`src/rtl/tl_fragmenter_ul_pkg.sv`:
```
`default_nettype none
// ============================================================================
// tl_fragmenter_ul_pkg : shared TileLink-UL opcodes, fragmenter state type and helpers
// Revision: 1.0
// ============================================================================
package tl_fragmenter_ul_pkg;

    localparam logic [2:0] OP_GET             = 3'd4;
    localparam logic [2:0] OP_PUT_FULL        = 3'd0;
    localparam logic [2:0] OP_PUT_PARTIAL     = 3'd1;
    localparam logic [2:0] OP_ACCESS_ACK      = 3'd0;
    localparam logic [2:0] OP_ACCESS_ACK_DATA = 3'd1;

    typedef enum logic [1:0] {
        ST_IDLE = 2'd0,
        ST_GET  = 2'd1,
        ST_PUT  = 2'd2
    } frag_state_e;

    // Number of beat-sized fragments a request of 2^size bytes occupies.
    function automatic int unsigned frag_count(input int unsigned size, input int unsigned frag_lg);
        return (size > frag_lg) ? (32'd1 << (size - frag_lg)) : 32'd1;
    endfunction

endpackage
`default_nettype wire

```
`src/rtl/tl_fragmenter_ul_if.sv`:
```
`default_nettype none
// ============================================================================
// tl_fragmenter_ul_if : TileLink-UL A/D channel bundle with master/slave views
// Revision: 1.0
// ============================================================================
interface tl_fragmenter_ul_if #(
    parameter int DATA_W = 64,
    parameter int ADDR_W = 28,
    parameter int SRC_W  = 5,
    parameter int SIZE_W = 3
);
    logic                a_ready;
    logic                a_valid;
    logic [2:0]          a_opcode;
    logic [2:0]          a_param;
    logic [SIZE_W-1:0]   a_size;
    logic [SRC_W-1:0]    a_source;
    logic [ADDR_W-1:0]   a_address;
    logic [DATA_W/8-1:0] a_mask;
    logic [DATA_W-1:0]   a_data;
    logic                a_corrupt;

    logic                d_ready;
    logic                d_valid;
    logic [2:0]          d_opcode;
    logic [1:0]          d_param;
    logic [SIZE_W-1:0]   d_size;
    logic [SRC_W-1:0]    d_source;
    logic                d_sink;
    logic                d_denied;
    logic [DATA_W-1:0]   d_data;
    logic                d_corrupt;

    modport master (
        output a_valid, a_opcode, a_param, a_size, a_source, a_address, a_mask, a_data, a_corrupt,
        input  a_ready,
        input  d_valid, d_opcode, d_param, d_size, d_source, d_sink, d_denied, d_data, d_corrupt,
        output d_ready
    );

    modport slave (
        input  a_valid, a_opcode, a_param, a_size, a_source, a_address, a_mask, a_data, a_corrupt,
        output a_ready,
        output d_valid, d_opcode, d_param, d_size, d_source, d_sink, d_denied, d_data, d_corrupt,
        input  d_ready
    );
endinterface
`default_nettype wire

```
`src/rtl/tl_fragmenter_ul_tracker.sv`:
```
`default_nettype none
// ============================================================================
// tl_fragmenter_ul_tracker : per-source request size table and sticky denied accumulator
// Revision: 1.0
// ============================================================================
module tl_fragmenter_ul_tracker
    import tl_fragmenter_ul_pkg::*;
#(
    parameter int SRC_W  = 5,
    parameter int SIZE_W = 3
) (
    input  logic              clock,
    input  logic              reset,
    input  logic              wr_en,
    input  logic [SRC_W-1:0]  wr_src,
    input  logic [SIZE_W-1:0] wr_size,
    input  logic [SRC_W-1:0]  rd_src,
    output logic [SIZE_W-1:0] rd_size,
    output logic              rd_deny,
    input  logic              acc_set,
    input  logic              acc_clr
);
    localparam int ENTRIES = 1 << SRC_W;

    logic [SIZE_W-1:0]  size_tab [ENTRIES];
    logic [ENTRIES-1:0] deny_acc;

    always_ff @(posedge clock) begin
        if (!reset) begin
            for (int i = 0; i < ENTRIES; i++) begin
                size_tab[i] <= '0;
            end
            deny_acc <= '0;
        end else begin
            if (wr_en) begin
                size_tab[wr_src] <= wr_size;
            end
            if (acc_clr) begin
                deny_acc[rd_src] <= 1'b0;
            end else if (acc_set) begin
                deny_acc[rd_src] <= 1'b1;
            end
        end
    end

    // Bypass covers a slave that answers in the same cycle the request is issued.
    assign rd_size = (wr_en && (wr_src == rd_src)) ? wr_size : size_tab[rd_src];
    assign rd_deny = deny_acc[rd_src];

endmodule
`default_nettype wire

```
`src/rtl/tl_fragmenter_ul.sv`:
```
`default_nettype none
// ============================================================================
// tl_fragmenter_ul : splits multi-beat TL-UL requests into beat-sized ones, merges acks
// Revision: 1.0
// ============================================================================
module tl_fragmenter_ul
    import tl_fragmenter_ul_pkg::*;
#(
    parameter int DATA_W = 64,
    parameter int ADDR_W = 28,
    parameter int SRC_W  = 5,
    parameter int SIZE_W = 3,
    parameter int MAX_LG = 6
) (
    input  logic               clock,
    input  logic               reset,
    tl_fragmenter_ul_if.slave  tl_in,
    tl_fragmenter_ul_if.master tl_out
);
    localparam int BYTES   = DATA_W / 8;
    localparam int FRAG_LG = $clog2(BYTES);
    localparam int CNT_W   = MAX_LG - FRAG_LG;

    frag_state_e       state;
    logic [CNT_W-1:0]  cnt;
    logic [CNT_W-1:0]  last_idx;
    logic [CNT_W-1:0]  idx;
    logic [ADDR_W-1:0] offset;
    logic              is_get;
    logic              is_put;
    logic              multi;
    logic              first;
    logic              a_fire;

    logic [SRC_W-1:0]  d_src;
    logic [CNT_W-1:0]  d_idx;
    logic              is_ack;
    logic              absorb;
    logic              d_fire;
    logic [SIZE_W-1:0] rd_size;
    logic              rd_deny;

    always_comb begin
        is_get   = (tl_in.a_opcode == OP_GET);
        is_put   = (tl_in.a_opcode == OP_PUT_FULL) || (tl_in.a_opcode == OP_PUT_PARTIAL);
        multi    = (is_get || is_put) && (32'(tl_in.a_size) > FRAG_LG);
        last_idx = multi ? CNT_W'(frag_count(32'(tl_in.a_size), FRAG_LG) - 32'd1) : '0;
        first    = (state == ST_IDLE);
        idx      = first ? last_idx : cnt;
        // Fragment k = last_idx - idx, since indices count down toward the final beat.
        offset   = ADDR_W'(last_idx - idx) << FRAG_LG;

        tl_out.a_valid   = reset && tl_in.a_valid;
        tl_out.a_opcode  = tl_in.a_opcode;
        tl_out.a_param   = tl_in.a_param;
        tl_out.a_size    = (32'(tl_in.a_size) > FRAG_LG) ? 2'(FRAG_LG) : tl_in.a_size[1:0];
        tl_out.a_source  = {tl_in.a_source, idx};
        tl_out.a_address = tl_in.a_address + offset;
        tl_out.a_mask    = (is_get && multi) ? '1 : tl_in.a_mask;
        tl_out.a_data    = tl_in.a_data;
        tl_out.a_corrupt = tl_in.a_corrupt;

        a_fire         = tl_out.a_valid && tl_out.a_ready;
        tl_in.a_ready  = reset && tl_out.a_ready && !(is_get && (idx != '0));
    end

    always_comb begin
        d_src  = tl_out.d_source[SRC_W+CNT_W-1 -: SRC_W];
        d_idx  = tl_out.d_source[CNT_W-1:0];
        is_ack = (tl_out.d_opcode == OP_ACCESS_ACK);
        absorb = is_ack && (d_idx != '0);

        tl_in.d_valid   = reset && tl_out.d_valid && !absorb;
        tl_out.d_ready  = reset && (absorb || tl_in.d_ready);
        d_fire          = tl_out.d_valid && tl_out.d_ready;

        tl_in.d_opcode  = tl_out.d_opcode;
        tl_in.d_param   = tl_out.d_param;
        tl_in.d_size    = rd_size;
        tl_in.d_source  = d_src;
        tl_in.d_sink    = tl_out.d_sink;
        tl_in.d_denied  = tl_out.d_denied || (is_ack && rd_deny);
        tl_in.d_data    = tl_out.d_data;
        tl_in.d_corrupt = tl_out.d_corrupt;
    end

    always_ff @(posedge clock) begin
        if (!reset) begin
            state <= ST_IDLE;
            cnt   <= '0;
        end else begin
            if (tl_in.a_valid) begin
                assert (32'(tl_in.a_size) <= MAX_LG);
            end
            if (a_fire && (is_get || is_put)) begin
                if (idx == '0) begin
                    state <= ST_IDLE;
                    cnt   <= '0;
                end else begin
                    state <= is_get ? ST_GET : ST_PUT;
                    cnt   <= idx - CNT_W'(1);
                end
            end
        end
    end

    tl_fragmenter_ul_tracker #(
        .SRC_W  (SRC_W),
        .SIZE_W (SIZE_W)
    ) u_tracker (
        .clock   (clock),
        .reset   (reset),
        .wr_en   (a_fire && first),
        .wr_src  (tl_in.a_source),
        .wr_size (tl_in.a_size),
        .rd_src  (d_src),
        .rd_size (rd_size),
        .rd_deny (rd_deny),
        .acc_set (d_fire && absorb && tl_out.d_denied),
        .acc_clr (d_fire && is_ack && (d_idx == '0))
    );

endmodule
`default_nettype wire
```
`src/flat_wrapper.sv`:
```
// flat-port wrapper written by rule: the top's interface ports become plain ports
module tl_fragmenter_ul_flat import tl_fragmenter_ul_pkg::*;
#(
    parameter int DATA_W = 64,
    parameter int ADDR_W = 28,
    parameter int SRC_W  = 5,
    parameter int SIZE_W = 3,
    parameter int MAX_LG = 6
)
  (clock, reset, tl_in_a_valid, tl_in_a_opcode, tl_in_a_param, tl_in_a_size, tl_in_a_source, tl_in_a_address, tl_in_a_mask, tl_in_a_data, tl_in_a_corrupt, tl_in_a_ready, tl_in_d_valid, tl_in_d_opcode, tl_in_d_param, tl_in_d_size, tl_in_d_source, tl_in_d_sink, tl_in_d_denied, tl_in_d_data, tl_in_d_corrupt, tl_in_d_ready, tl_out_a_valid, tl_out_a_opcode, tl_out_a_param, tl_out_a_size, tl_out_a_source, tl_out_a_address, tl_out_a_mask, tl_out_a_data, tl_out_a_corrupt, tl_out_a_ready, tl_out_d_valid, tl_out_d_opcode, tl_out_d_param, tl_out_d_size, tl_out_d_source, tl_out_d_sink, tl_out_d_denied, tl_out_d_data, tl_out_d_corrupt, tl_out_d_ready);
  tl_fragmenter_ul_if #(.DATA_W(DATA_W), .ADDR_W(ADDR_W), .SRC_W(SRC_W), .SIZE_W(SIZE_W)) tl_in_i ();
  tl_fragmenter_ul_if #(.DATA_W(DATA_W), .ADDR_W(ADDR_W), .SRC_W(SRC_W), .SIZE_W(SIZE_W)) tl_out_i ();
  input  logic clock;
  input  logic reset;
  input wire logic [$bits(tl_in_i.a_valid)-1:0] tl_in_a_valid;
  input wire logic [$bits(tl_in_i.a_opcode)-1:0] tl_in_a_opcode;
  input wire logic [$bits(tl_in_i.a_param)-1:0] tl_in_a_param;
  input wire logic [$bits(tl_in_i.a_size)-1:0] tl_in_a_size;
  input wire logic [$bits(tl_in_i.a_source)-1:0] tl_in_a_source;
  input wire logic [$bits(tl_in_i.a_address)-1:0] tl_in_a_address;
  input wire logic [$bits(tl_in_i.a_mask)-1:0] tl_in_a_mask;
  input wire logic [$bits(tl_in_i.a_data)-1:0] tl_in_a_data;
  input wire logic [$bits(tl_in_i.a_corrupt)-1:0] tl_in_a_corrupt;
  output wire logic [$bits(tl_in_i.a_ready)-1:0] tl_in_a_ready;
  output wire logic [$bits(tl_in_i.d_valid)-1:0] tl_in_d_valid;
  output wire logic [$bits(tl_in_i.d_opcode)-1:0] tl_in_d_opcode;
  output wire logic [$bits(tl_in_i.d_param)-1:0] tl_in_d_param;
  output wire logic [$bits(tl_in_i.d_size)-1:0] tl_in_d_size;
  output wire logic [$bits(tl_in_i.d_source)-1:0] tl_in_d_source;
  output wire logic [$bits(tl_in_i.d_sink)-1:0] tl_in_d_sink;
  output wire logic [$bits(tl_in_i.d_denied)-1:0] tl_in_d_denied;
  output wire logic [$bits(tl_in_i.d_data)-1:0] tl_in_d_data;
  output wire logic [$bits(tl_in_i.d_corrupt)-1:0] tl_in_d_corrupt;
  input wire logic [$bits(tl_in_i.d_ready)-1:0] tl_in_d_ready;
  output wire logic [$bits(tl_out_i.a_valid)-1:0] tl_out_a_valid;
  output wire logic [$bits(tl_out_i.a_opcode)-1:0] tl_out_a_opcode;
  output wire logic [$bits(tl_out_i.a_param)-1:0] tl_out_a_param;
  output wire logic [$bits(tl_out_i.a_size)-1:0] tl_out_a_size;
  output wire logic [$bits(tl_out_i.a_source)-1:0] tl_out_a_source;
  output wire logic [$bits(tl_out_i.a_address)-1:0] tl_out_a_address;
  output wire logic [$bits(tl_out_i.a_mask)-1:0] tl_out_a_mask;
  output wire logic [$bits(tl_out_i.a_data)-1:0] tl_out_a_data;
  output wire logic [$bits(tl_out_i.a_corrupt)-1:0] tl_out_a_corrupt;
  input wire logic [$bits(tl_out_i.a_ready)-1:0] tl_out_a_ready;
  input wire logic [$bits(tl_out_i.d_valid)-1:0] tl_out_d_valid;
  input wire logic [$bits(tl_out_i.d_opcode)-1:0] tl_out_d_opcode;
  input wire logic [$bits(tl_out_i.d_param)-1:0] tl_out_d_param;
  input wire logic [$bits(tl_out_i.d_size)-1:0] tl_out_d_size;
  input wire logic [$bits(tl_out_i.d_source)-1:0] tl_out_d_source;
  input wire logic [$bits(tl_out_i.d_sink)-1:0] tl_out_d_sink;
  input wire logic [$bits(tl_out_i.d_denied)-1:0] tl_out_d_denied;
  input wire logic [$bits(tl_out_i.d_data)-1:0] tl_out_d_data;
  input wire logic [$bits(tl_out_i.d_corrupt)-1:0] tl_out_d_corrupt;
  output wire logic [$bits(tl_out_i.d_ready)-1:0] tl_out_d_ready;
  assign tl_in_i.a_valid = tl_in_a_valid;
  assign tl_in_i.a_opcode = tl_in_a_opcode;
  assign tl_in_i.a_param = tl_in_a_param;
  assign tl_in_i.a_size = tl_in_a_size;
  assign tl_in_i.a_source = tl_in_a_source;
  assign tl_in_i.a_address = tl_in_a_address;
  assign tl_in_i.a_mask = tl_in_a_mask;
  assign tl_in_i.a_data = tl_in_a_data;
  assign tl_in_i.a_corrupt = tl_in_a_corrupt;
  assign tl_in_a_ready = tl_in_i.a_ready;
  assign tl_in_d_valid = tl_in_i.d_valid;
  assign tl_in_d_opcode = tl_in_i.d_opcode;
  assign tl_in_d_param = tl_in_i.d_param;
  assign tl_in_d_size = tl_in_i.d_size;
  assign tl_in_d_source = tl_in_i.d_source;
  assign tl_in_d_sink = tl_in_i.d_sink;
  assign tl_in_d_denied = tl_in_i.d_denied;
  assign tl_in_d_data = tl_in_i.d_data;
  assign tl_in_d_corrupt = tl_in_i.d_corrupt;
  assign tl_in_i.d_ready = tl_in_d_ready;
  assign tl_out_a_valid = tl_out_i.a_valid;
  assign tl_out_a_opcode = tl_out_i.a_opcode;
  assign tl_out_a_param = tl_out_i.a_param;
  assign tl_out_a_size = tl_out_i.a_size;
  assign tl_out_a_source = tl_out_i.a_source;
  assign tl_out_a_address = tl_out_i.a_address;
  assign tl_out_a_mask = tl_out_i.a_mask;
  assign tl_out_a_data = tl_out_i.a_data;
  assign tl_out_a_corrupt = tl_out_i.a_corrupt;
  assign tl_out_i.a_ready = tl_out_a_ready;
  assign tl_out_i.d_valid = tl_out_d_valid;
  assign tl_out_i.d_opcode = tl_out_d_opcode;
  assign tl_out_i.d_param = tl_out_d_param;
  assign tl_out_i.d_size = tl_out_d_size;
  assign tl_out_i.d_source = tl_out_d_source;
  assign tl_out_i.d_sink = tl_out_d_sink;
  assign tl_out_i.d_denied = tl_out_d_denied;
  assign tl_out_i.d_data = tl_out_d_data;
  assign tl_out_i.d_corrupt = tl_out_d_corrupt;
  assign tl_out_d_ready = tl_out_i.d_ready;
  tl_fragmenter_ul #(.DATA_W(DATA_W), .ADDR_W(ADDR_W), .SRC_W(SRC_W), .SIZE_W(SIZE_W), .MAX_LG(MAX_LG)) u_core (.clock(clock), .reset(reset), .tl_in(tl_in_i), .tl_out(tl_out_i));
endmodule
```
`config.mk`:
```
export PLATFORM = sky130hd
export DESIGN_NAME = tl_fragmenter_ul_flat
export DESIGN_NICKNAME = d
export VERILOG_FILES = /design/src/rtl/tl_fragmenter_ul_pkg.sv /design/src/rtl/tl_fragmenter_ul_if.sv /design/src/rtl/tl_fragmenter_ul_tracker.sv /design/src/rtl/tl_fragmenter_ul.sv /design/src/flat_wrapper.sv
export SDC_FILE = /design/constraint.sdc
export NUM_CORES = 1
export LEC_CHECK = 0
export CAP_MARGIN = 20
export CORE_AREA = 2 2 158 160
export CTS_BUF_LIST = sky130_fd_sc_hd__clkbuf_4 sky130_fd_sc_hd__clkbuf_8
export DETAILED_ROUTE_END_ITERATION = 12
export DIE_AREA = 0 0 160 162
export DONT_BUFFER_PORTS = 1
export GPL_ROUTABILITY_DRIVEN = 1
export GPL_TIMING_DRIVEN = 0
export SLEW_MARGIN = 10
export SYNTH_ARGS = -nofsm -noshare
export SYNTH_HDL_FRONTEND = slang
export SYNTH_SLANG_ARGS = --single-unit
```
`constraint.sdc`:
```
create_clock -name clock -period 5.65 [get_ports clock]
set_input_delay 0.565 -clock clock [delete_from_list [all_inputs] [get_ports clock]]
set_output_delay 0.565 -clock clock [all_outputs]
set_load 0.03 [all_outputs]
```
=== Word level (Yosys, flattened, before mapping) ===
Memory sizes are Yosys's and may differ from the RTL's.
Index checks and enable logic that the tools add are counted.

* Order comparisons: 1
* Mux-type cells: 16
* $add $sub $neg: 5
* Reduce and logical (&&, ||, !) cells: 26
* Shifts and indexed selects: 1
* Equality and inequality tests: 3

{| class="wikitable"
|+ Operators with widths
! operator !! number
|-
| $shl A1 B32 Y3 const A || 1
|-
| $add A28 B28 Y28 || 1
|-
| $mux W3 || 6
|-
| $logic_and A1 B1 Y1 || 14
|-
| $logic_not A3 Y1 || 3
|-
| $mux W8 || 1
|-
| $mux W2 || 3
|-
| $reduce_bool A3 Y1 || 2
|-
| $sub A3 B1 Y3 const B || 2
|-
| $eq A5 B5 Y1 || 1
|-
| $mux W1 || 5
|-
| $mux W5 || 1
|-
| $sub A3 B2 Y4 const B || 1
|-
| $sub A3 B3 Y4 || 1
|-
| $eq A3 B1 Y1 const B || 1
|-
| $eq A3 B3 Y1 const B || 1
|-
| $gt A3 B2 Y1 const B || 1
|-
| $logic_or A1 B1 Y1 || 3
|-
| $reduce_or A3 Y1 || 1
|-
| $logic_not A1 Y1 || 2
|-
| $logic_not A2 Y1 || 1
|}

* RAM bits: 96
* Output and inout port bits: 199
* Flip-flop bits (word level): 5
* Memories kept: 1

{| class="wikitable"
|+ Memory list
! memory !! depth !! bits a word !! read ports !! clocked after Yosys merged registers in !! wr ports !! line !! RTL
|-
| u_core.u_tracker.size_tab || 32 || 3 || 1 || 0 || 32 || tl_fragmenter_ul_tracker.sv:25 || <nowiki>logic [SIZE_W-1:0] size_tab [ENTRIES];</nowiki>
|}

=== Longest topological paths before layout ===
Gate-level depths: netlist (run 1).

* Word-level depth: 10
* Depth in mapped cells: 20
* Mapped depth without buffers: 19

=== Modules after synthesis ===
Synthesis (run 1) repeated with hierarchy kept, for this count alone.

* Cells, all modules: 958
* Area total of the unflattened synthesis: 9456.6 um^2

{| class="wikitable"
|+ Modules (own cells, without submodules)
! module !! area an instance (um^2) !! times used !! cells each
|-
| tl_fragmenter_ul_tracker || 6446.2 || 1 || 550
|-
| tl_fragmenter_ul || 3010.4 || 1 || 408
|}

=== Worst setup path before layout (run 1) ===
OpenSTA, ideal clock, no wires.

* Path kind: input port to output port
* Start point: input tl_in_a_size[0]
* End point: output tl_out_a_address[26]
* Stages: 20
* Slack: -0.717 ns
* Arrival: 5.802 ns
* Cell sequence: ha_1 -> ha_1 -> nand2b_1 -> nor2_1 -> nand2_1 -> o21ai_0 -> ha_1 -> inv_1 -> a21oi_1 -> o21ai_0 -> a21oi_1 -> ha_1 -> buf_6 -> and4_4 -> a21oi_2 -> nand2_1 -> a221o_1 -> a211o_1 -> a31oi_1 -> xnor2_1

* Word-level cells in the longest chain between the ends: 8
* Elaborated cells between the ends (all ways): 10
* Classes of those cells: 4 x add/sub; 1 x order compare; 1 x shift; 3 x mux; 1 x reduce/logical

{| class="wikitable"
|+ Ends and longest elaborated chain
! what !! line !! RTL
|-
| start: declaration || flat_wrapper.sv:18 || <nowiki>input wire logic [$bits(tl_in_i.a_size)-1:0] tl_in_a_size;</nowiki>
|-
| $sub A3 B2 Y4 || tl_fragmenter_ul_pkg.sv:22 || <nowiki>return (size > frag_lg) ? (32'd1 << (size - frag_lg)) : 32'd1;</nowiki>
|-
| $shl A1 B32 Y3 || tl_fragmenter_ul_pkg.sv:22 ||
|-
| $mux W3 || tl_fragmenter_ul_pkg.sv:22 ||
|-
| $sub A3 B1 Y3 || tl_fragmenter_ul.sv:47 || <nowiki>last_idx = multi ? CNT_W'(frag_count(32'(tl_in.a_size), FRAG_LG) - 32'd1) : '0;</nowiki>
|-
| $mux W3 (*) || tl_fragmenter_ul.sv:47 ||
|-
| $mux W3 (*) || tl_fragmenter_ul.sv:49 || <nowiki>idx = first ? last_idx : cnt;</nowiki>
|-
| via tl_out_a_source[0] || flat_wrapper.sv:39 || <nowiki>output wire logic [$bits(tl_out_i.a_source)-1:0] tl_out_a_source;</nowiki>
|-
| $sub A3 B3 Y4 (*) || tl_fragmenter_ul.sv:51 || <nowiki>offset = ADDR_W'(last_idx - idx) << FRAG_LG;</nowiki>
|-
| $add A28 B28 Y28 (*) || tl_fragmenter_ul.sv:58 || <nowiki>tl_out.a_address = tl_in.a_address + offset;</nowiki>
|-
| end: declaration || flat_wrapper.sv:40 || <nowiki>output wire logic [$bits(tl_out_i.a_address)-1:0] tl_out_a_address;</nowiki>
|}

The timed path passes the listed nets; every way through them passes the cells marked *.

=== Final worst setup path (run 1) ===
Same ends and word-level chain as after synthesis.

==> metrics.md, run 1 <==
| Metric | Value |
|---|---|
| DRT Wirelength | 12200 um |
| Crit path arrival time | 4.82 ns |
| Hold Crit Start | u_core.cnt[0] |
| Post-synth top flop | edfxtp_1 |
| Worst reg2reg startpoint | u_core.state[0] |
| Synthesized area per cell | 7.93 um2 |
| WS Path Type | in2out |
| DR iter-0 viols | 111 |
| Drt via density | 3.79 |
| Vias | 2938 |
| CTS tree | built |
| Most common cell after layout, fill and taps aside | buf_4 |
| Final GP Congestion | 0.824 |
| Critical Path Slowest Stage Cell | a221o_2 |
| Most frequent cells in the layout | 160 x buf_4, 30 x ha_1, 24 x a21oi_1 |
| DR WL/cell | 15.7 um |
| Placeable Area | 0.0241 mm2 |
| Cell family with most CP delay | compound AO/OA/AOI/OAI gates |
| Final setup vio count | 0 |
| Metal1 wirelength | 5510 um |
| Clock tree buffer depth | 2 |
| H-tree Lvls | 1 |
| Gr ovfl total | 0 |
| Final nets | 685 |
| First-pass GRT wire length | 15600 um |
| Worst Path Required | 5.09 ns |
| Worst slew pin tran | 1.01 ns |
| Root buffer cell | clkbuf_8 |
| Final core occ | 0.173 |
| Full die area | 0.0259 mm2 |
| Met3 WL | 864 um |
| Ports | 400 |
| Synthesis warning total | 0 |
| EDFF count, synth | 12 |
| Vias in the first global route | 2593 |
| Die X | 160 um |
| Chip Height | 162 um |
| Final antenna-violating net count | 0 |
| Post-DP Area | 0.00391 mm2 |
| Buf/Inv on CP | 3 |
| Worst Path Max Fanout | 11 |
| Hold Slack | 0.502 ns |
| Leak | 1.92 nW |
| Overall routing resource usage | 0.0796 |
| Area of the multi-input gates | 0.00190 mm2 |
| Unique masters post-synth | 46 |
| Seq/Total Area, Yosys | 0.134 |
| Crit path cell chain | ha_1 -> ha_1 -> nand2b_1 -> nor2_1 -> nand2_1 -> o21ai_4 -> ha_2 -> inv_1 -> a21oi_1 -> o21ai_0 -> a21oi_4 -> buf_12 -> ha_1 -> buf_6 -> and4_4 -> a21oi_2 -> nand2_1 -> a221o_2 -> a211o_1 -> a31oi_4 -> xnor2_4 |
| Fin crit share | 0.954 |
| Buffers added on ports | 0 |
| Tmin final | 5.39 ns |
| CP Capture Type | output pin |
| Worst slew margin | 0.313 |
| Clock Skew | 0.00190 ns |
| Max Cap Viol | 0 |
| Highest metal used | met4 |
| Initial core utilization | 0.143 |
| Worst setup startpoint | tl_in_a_size[0] |
| Initial antenna violation count | 0 |
| # rows | 57 |
| # DRC | 0 |
| Final setup margin | 0.261 ns |
| Internal Power | 0.380 mW |
| Worst VDD drop | 0.0800 mV |
| Pwr dens | 201 mW/mm2 |
| Most Frequent Cell on Critical Path | ha_1 |
| CTS Sinks | 17 |
| Net Switching | 0.457 mW |
| Largest net degree at the start of global routing | 23 |
| Net Sw Frac | 0.546 |
| Final instance area | 0.00416 mm2 |
| Syn Std Cell Area | 0.00345 mm2 |
| Final hold violation count | 0 |
| CP Launch Type | input port |
| Cells after Synth | 435 |
| FF+latch count, synth | 17 |
| Fraction of registers with async set/reset | 0 |
| Status | complete, no violations |
| Fillers | 2710 |
| FMAX | 0.186 GHz |
| Clk pwr share | 0.114 |
| FF+latch area | 460 um2 |
| WL met2 | 5740 um |
| Clk Latency, worst-skew pair | 0.25 ns |
| First-pass iteration count of the detailed router | 4 |
| Register share of total power | 0.164 |
| Area delta synth->final | 20.7% |
| HPWL after DPL | 10700 um |
| Share of post-route cells with drive strength above 1 | 0.432 |
| Part of the power in combinational logic | 0.722 |
| Ant diodes | 0 |
| Hold crit path type | reg2reg |
| CP max stage delay | 0.48 ns |
| Pre-CTS setup slack | -0.666 ns |
| Final Slew Violations | 0 |
| Num CTS Buffers | 3 |
| Reg clk slew, reported paths | 0.06 ns |
[registers in the layout, indices dropped and copies added, names as in the netlist]
| register | count |
|---|---|
| u_core.cnt | 3 |
| u_core.u_tracker.size_tab | 12 |
| u_core.state | 2 |
[worst paths after layout]
check / cells after the start / end / slack (ns)
setup / recovery: 21 / tl_out_a_address[26] / 0.26
hold / removal: 2 / u_core.cnt[0] / 0.50
setup reg to reg: 5 / u_core.u_tracker.size_tab[1][1] / 3.52
hold reg to reg: 2 / u_core.cnt[0] / 0.50
[metal layers]
layer / vias up / track usage
met5: - / 0
met3: 5 / 0.0158
met2: 166 / 0.124
met1: 1395 / 0.115
li1: 1372 / -
met4: 0 / 0.0135
[cell type report]
class / instances / area share
Tap cell: 324 / 0.0974
Timing Repair Buffer: 9 / 0.0225
Buffer: 161 / 0.288
Inverter: 15 / 0.0135
Multi-Input combinational cell: 245 / 0.456
Clock buffer: 4 / 0.0117
Sequential cell: 17 / 0.111
[through the flow]
step / power, mW / TNS, ns / instances
5_1_grt: 0.881 / -0.0134 / 775
4_1_cts: 0.814 / 0 / 769
6_report: 0.836 / 0 / 775
2_1_floorplan: 0.632 / 0 / 438
3_3_place_gp: 0.703 / -19.33 / 762
3_5_place_dp: 0.710 / -5.31 / 765
[cell usage after synthesis (7+ instances only)]
master    number  area [um2]
a21o_1         7        52.6
o21ai_0       14        70.1
and2_1         7        43.8
nand3_1        8        40.0
edfxtp_1      12         360
a21oi_1       27         135
buf_4        154        1160
nor3_1        11        55.1
xor2_1         9        78.8
nor2_1        20        75.1
nand2_1       21        78.8
nand2b_1      13        81.3
xnor2_1       17         149
inv_1         15        56.3
ha_1          31         388
[logic make-up after synthesis]
| logic type | count (synthesis) | synth area share |
|---|---|---|
| flops | 17 | 0.134 |
| xor+xnor | 26 | 0.0660 |
| other cells | 1 | 0.00109 |
| fa+ha+maj | 32 | 0.118 |
| compound gates | 73 | 0.131 |
| mux | 8 | 0.0352 |
| simple gates | 102 | 0.152 |
| buf+inv | 176 | 0.364 |
[tightest hold or removal path: stages, from the launching register on]
cell and delay [ns]:
dfxtp_1 0.33, a21oi_1 0.06, nor2_1 0.08
[repair_timing]
action                                  CTS  global route
pin swaps                                 0            11
cloned                                    0             1
hold buffers                              0             0
endpoints found under the setup margin   14            12
buffers inserted                          0             5
resized for setup                         9            14
[power by group through the flow]
stage / Sequential, mW / Clock, mW / Combinational [mW]
after floorplan: 0.139 / 0 / 0.494
after global placement: 0.139 / 0 / 0.564
after detailed placement: 0.139 / 0 / 0.570
after CTS: 0.137 / 0.0971 / 0.580
after global routing: 0.137 / 0.104 / 0.640
final: 0.137 / 0.0957 / 0.604
Note: power is estimated with default switching activity, not from simulation.
==> run 2, diff against run 1 <==
Settings changed: PLACE_DENSITY set to 0.31.
==> run 2 against run 1 <==
Against the previous run:
- die area is the same
- sequential power hardly changed
- cell count shrank 0.39%
- worst hold slack improved by 0.0060 ns
- largest cell class unchanged
==> metrics.md, run 2 (same netlist as run 1, synthesis figures left out) <==
| Metric | Value |
|---|---|
| Buffers added on ports | 0 (unchanged) |
| Largest register FFs | 12 (unchanged) |
| Largest net degree at the start of global routing | 20 (-13%) |
| Root buffer cell | clkbuf_8 |
| CP Capture Type | output pin |
| Final antenna-violating net count | 0 (unchanged) |
| Fin crit share | 0.953 (about the same) |
| WS Path Type | in2out |
| Num CTS Buffers | 3 (unchanged) |
| Ports | 400 (unchanged) |
| Initial antenna violation count | 0 (unchanged) |
| Max Cap Viol | 0 (unchanged) |
| WHS Path Cells | 2 (unchanged) |
| Critical Path Slowest Stage Cell | or4_1 |
| DR iter-0 viols | 77 (-31%) |
| Share of post-route cells with drive strength above 1 | 0.422 (-0.0105) |
| Post-DP Area | 0.00392 mm2 (+0.19%) |
| First-pass iteration count of the detailed router | 5 (+1) |
| Ant diodes | 0 (unchanged) |
| CTS Sinks | 17 (unchanged) |
| Final GP Congestion | 0.721 (-12%) |
| Pwr dens | 197 mW/mm2 (-2.1%) |
| FMAX | 0.186 GHz (about the same) |
| First-pass GRT wire length | 14300 um (-8.3%) |
| Drt via density | 3.71 (-2.1%) |
| Worst slew pin tran | 1.10 ns (+0.0890 ns) |
| CP Launch Type | input port |
| Clock tree buffer depth | 2 (unchanged) |
| DRT Wirelength | 10600 um (-13%) |
| FF-to-FF path depth | 4 (-1) |
| DR WL/cell | 13.7 um (-13%) |
| Worst VDD drop | 0.0679 mV (-15%) |
| Overall routing resource usage | 0.0692 (-0.0103) |
| Buf/Inv on CP | 3 (unchanged) |
| # rows | 57 (unchanged) |
| Top Registers | u_core.u_tracker.size_tab: 12 flops, u_core.cnt: 3 flops, u_core.state: 2 flops |
| Most common cell after layout, fill and taps aside | buf_4 |
| H-tree Lvls | 1 (unchanged) |
| Initial core utilization | 0.143 (unchanged) |
| Final setup margin | 0.264 ns (+0.00298 ns) |
| Final Slew Violations | 0 (unchanged) |
| Worst Path Required | 5.09 ns (about the same) |
| Clock Skew | 0.00216 ns (+0.000258 ns) |
| FF+latch area | 460 um2 (unchanged) |
| Die X | 160 um (unchanged) |
| Final nets | 682 (-0.44%) |
| # DRC | 0 (unchanged) |
| Worst slew margin | 0.253 (-0.0602) |
| Area delta synth->final | 18.7% |
| Most frequent cells in the layout | 158 x buf_4, 31 x ha_1, 25 x a21oi_1 |
| Final setup vio count | 0 (unchanged) |
| Pre-CTS setup slack | -0.676 ns (-0.0104 ns) |
| Crit path cell chain | ha_1 -> ha_1 -> nand2b_1 -> nor2_1 -> nand2_1 -> o21ai_4 -> ha_1 -> inv_1 -> a21oi_1 -> o21ai_0 -> a21oi_4 -> buf_16 -> ha_1 -> clkbuf_1 -> nand4_1 -> nor2b_1 -> or4_1 -> a211o_1 -> a31oi_4 -> xnor2_4 |
| Final instance area | 0.00409 mm2 (-1.7%) |
| Chip Height | 162 um (unchanged) |
| Area of the multi-input gates | 0.00187 mm2 (-1.8%) |
| Hold crit path type | reg2reg |
| Reg clk slew, reported paths | 0.07 ns (about the same) |
| Fillers | 2777 (+2.5%) |
| HPWL after DPL | 9530 um (-11%) |
| Placeable Area | 0.0241 mm2 (unchanged) |
| CP max stage delay | 0.49 ns (about the same) |
| Final hold violation count | 0 (unchanged) |
| Leak | 1.90 nW (-1.5%) |
| Total power | 0.805 mW (-3.7%) |
| Crit path arrival time | 4.82 ns (about the same) |
| Gr ovfl total | 0 (unchanged) |
| Status | complete, no violations |
| Register with the highest flop count | u_core.u_tracker.size_tab |
| Clk Latency, worst-skew pair | 0.25 ns (about the same) |
| Critical path depth | 20 (-4.8%) |
| Tmin final | 5.39 ns (-0.00298 ns) |
| Setup TNS | 0 ns (unchanged) |
| Worst Path Max Fanout | 19 (+8) |
| Most Frequent Cell on Critical Path | ha_1 |
| Vias in the first global route | 2588 (-0.19%) |
| Cell family with most CP delay | compound AO/OA/AOI/OAI gates |
| Full die area | 0.0259 mm2 (unchanged) |
| CTS tree | built |
| Vias | 2866 (-2.5%) |
run 2: changes by cell type in the layout (fill, tap and decap cells not counted), sizes merged:
| cell | before | now |
|---|---|---|
| buf | 164 | 162 |
| clkbuf | 10 | 8 |
| clkinv | 0 | 1 |
run 2: per-stage QoR:
stage,hold slack [ns],std cells,utilization
finish,0.508,772,0.170
global route,0.515,772,0.170
floorplan,0.457,438,-
detailed placement,0.491,765,0.162
CTS,0.508,771,0.168
global placement,0.481,762,0.160
run 2: timing repair:
item | 4_1_cts | 5_1_grt
pin swaps | 2 | 5
gates resized for setup | 11 | 7
endpoints found under the setup margin | 16 | 9
setup buffers | 2 | 1
hold buffers | 0 | 0
run 2: final timing paths:
path / to / start / slack, ns
setup / recovery: tl_out_a_address[26] / tl_in_a_size[0] / 0.26
hold / removal: u_core.state[0] / u_core.state[0] / 0.51
setup reg to reg: u_core.u_tracker.size_tab[0][2] / u_core.state[0] / 3.56
hold reg to reg: u_core.state[0] / u_core.state[0] / 0.51
run 2: per-layer routing:
layer	part of all wire	vias to the layer above	global-route usage
met5	0	-	0
met2	0.57	195	0.139
met3	0.081	4	0.0130
li1	-	1365	-
met1	0.35	1302	0.0749
met4	0.0066	0	0.0147
run 2: area by class of cell:
cell class	count	share of cell area
Sequential cell	17	0.113
Timing Repair Buffer	6	0.0150
Tap cell	324	0.0991
Inverter	15	0.0138
Clock buffer	3	0.0101
Multi-Input combinational cell	245	0.456
Buffer	161	0.293
Clock inverter	1	0.00122
run 2: worst min-delay path: stages (launching register included):
cell and delay, ns:
dfxtp_1 0.34, a21oi_1 0.07, nor2_1 0.07
run 2: where the power goes:
group	switching [mW]	internal (mW)	total (mW)	leakage, nW
logic	0.398	0.181	0.579	1.70
clock network	0.0409	0.0488	0.0897	0.0255
registers	0.00101	0.136	0.137	0.169
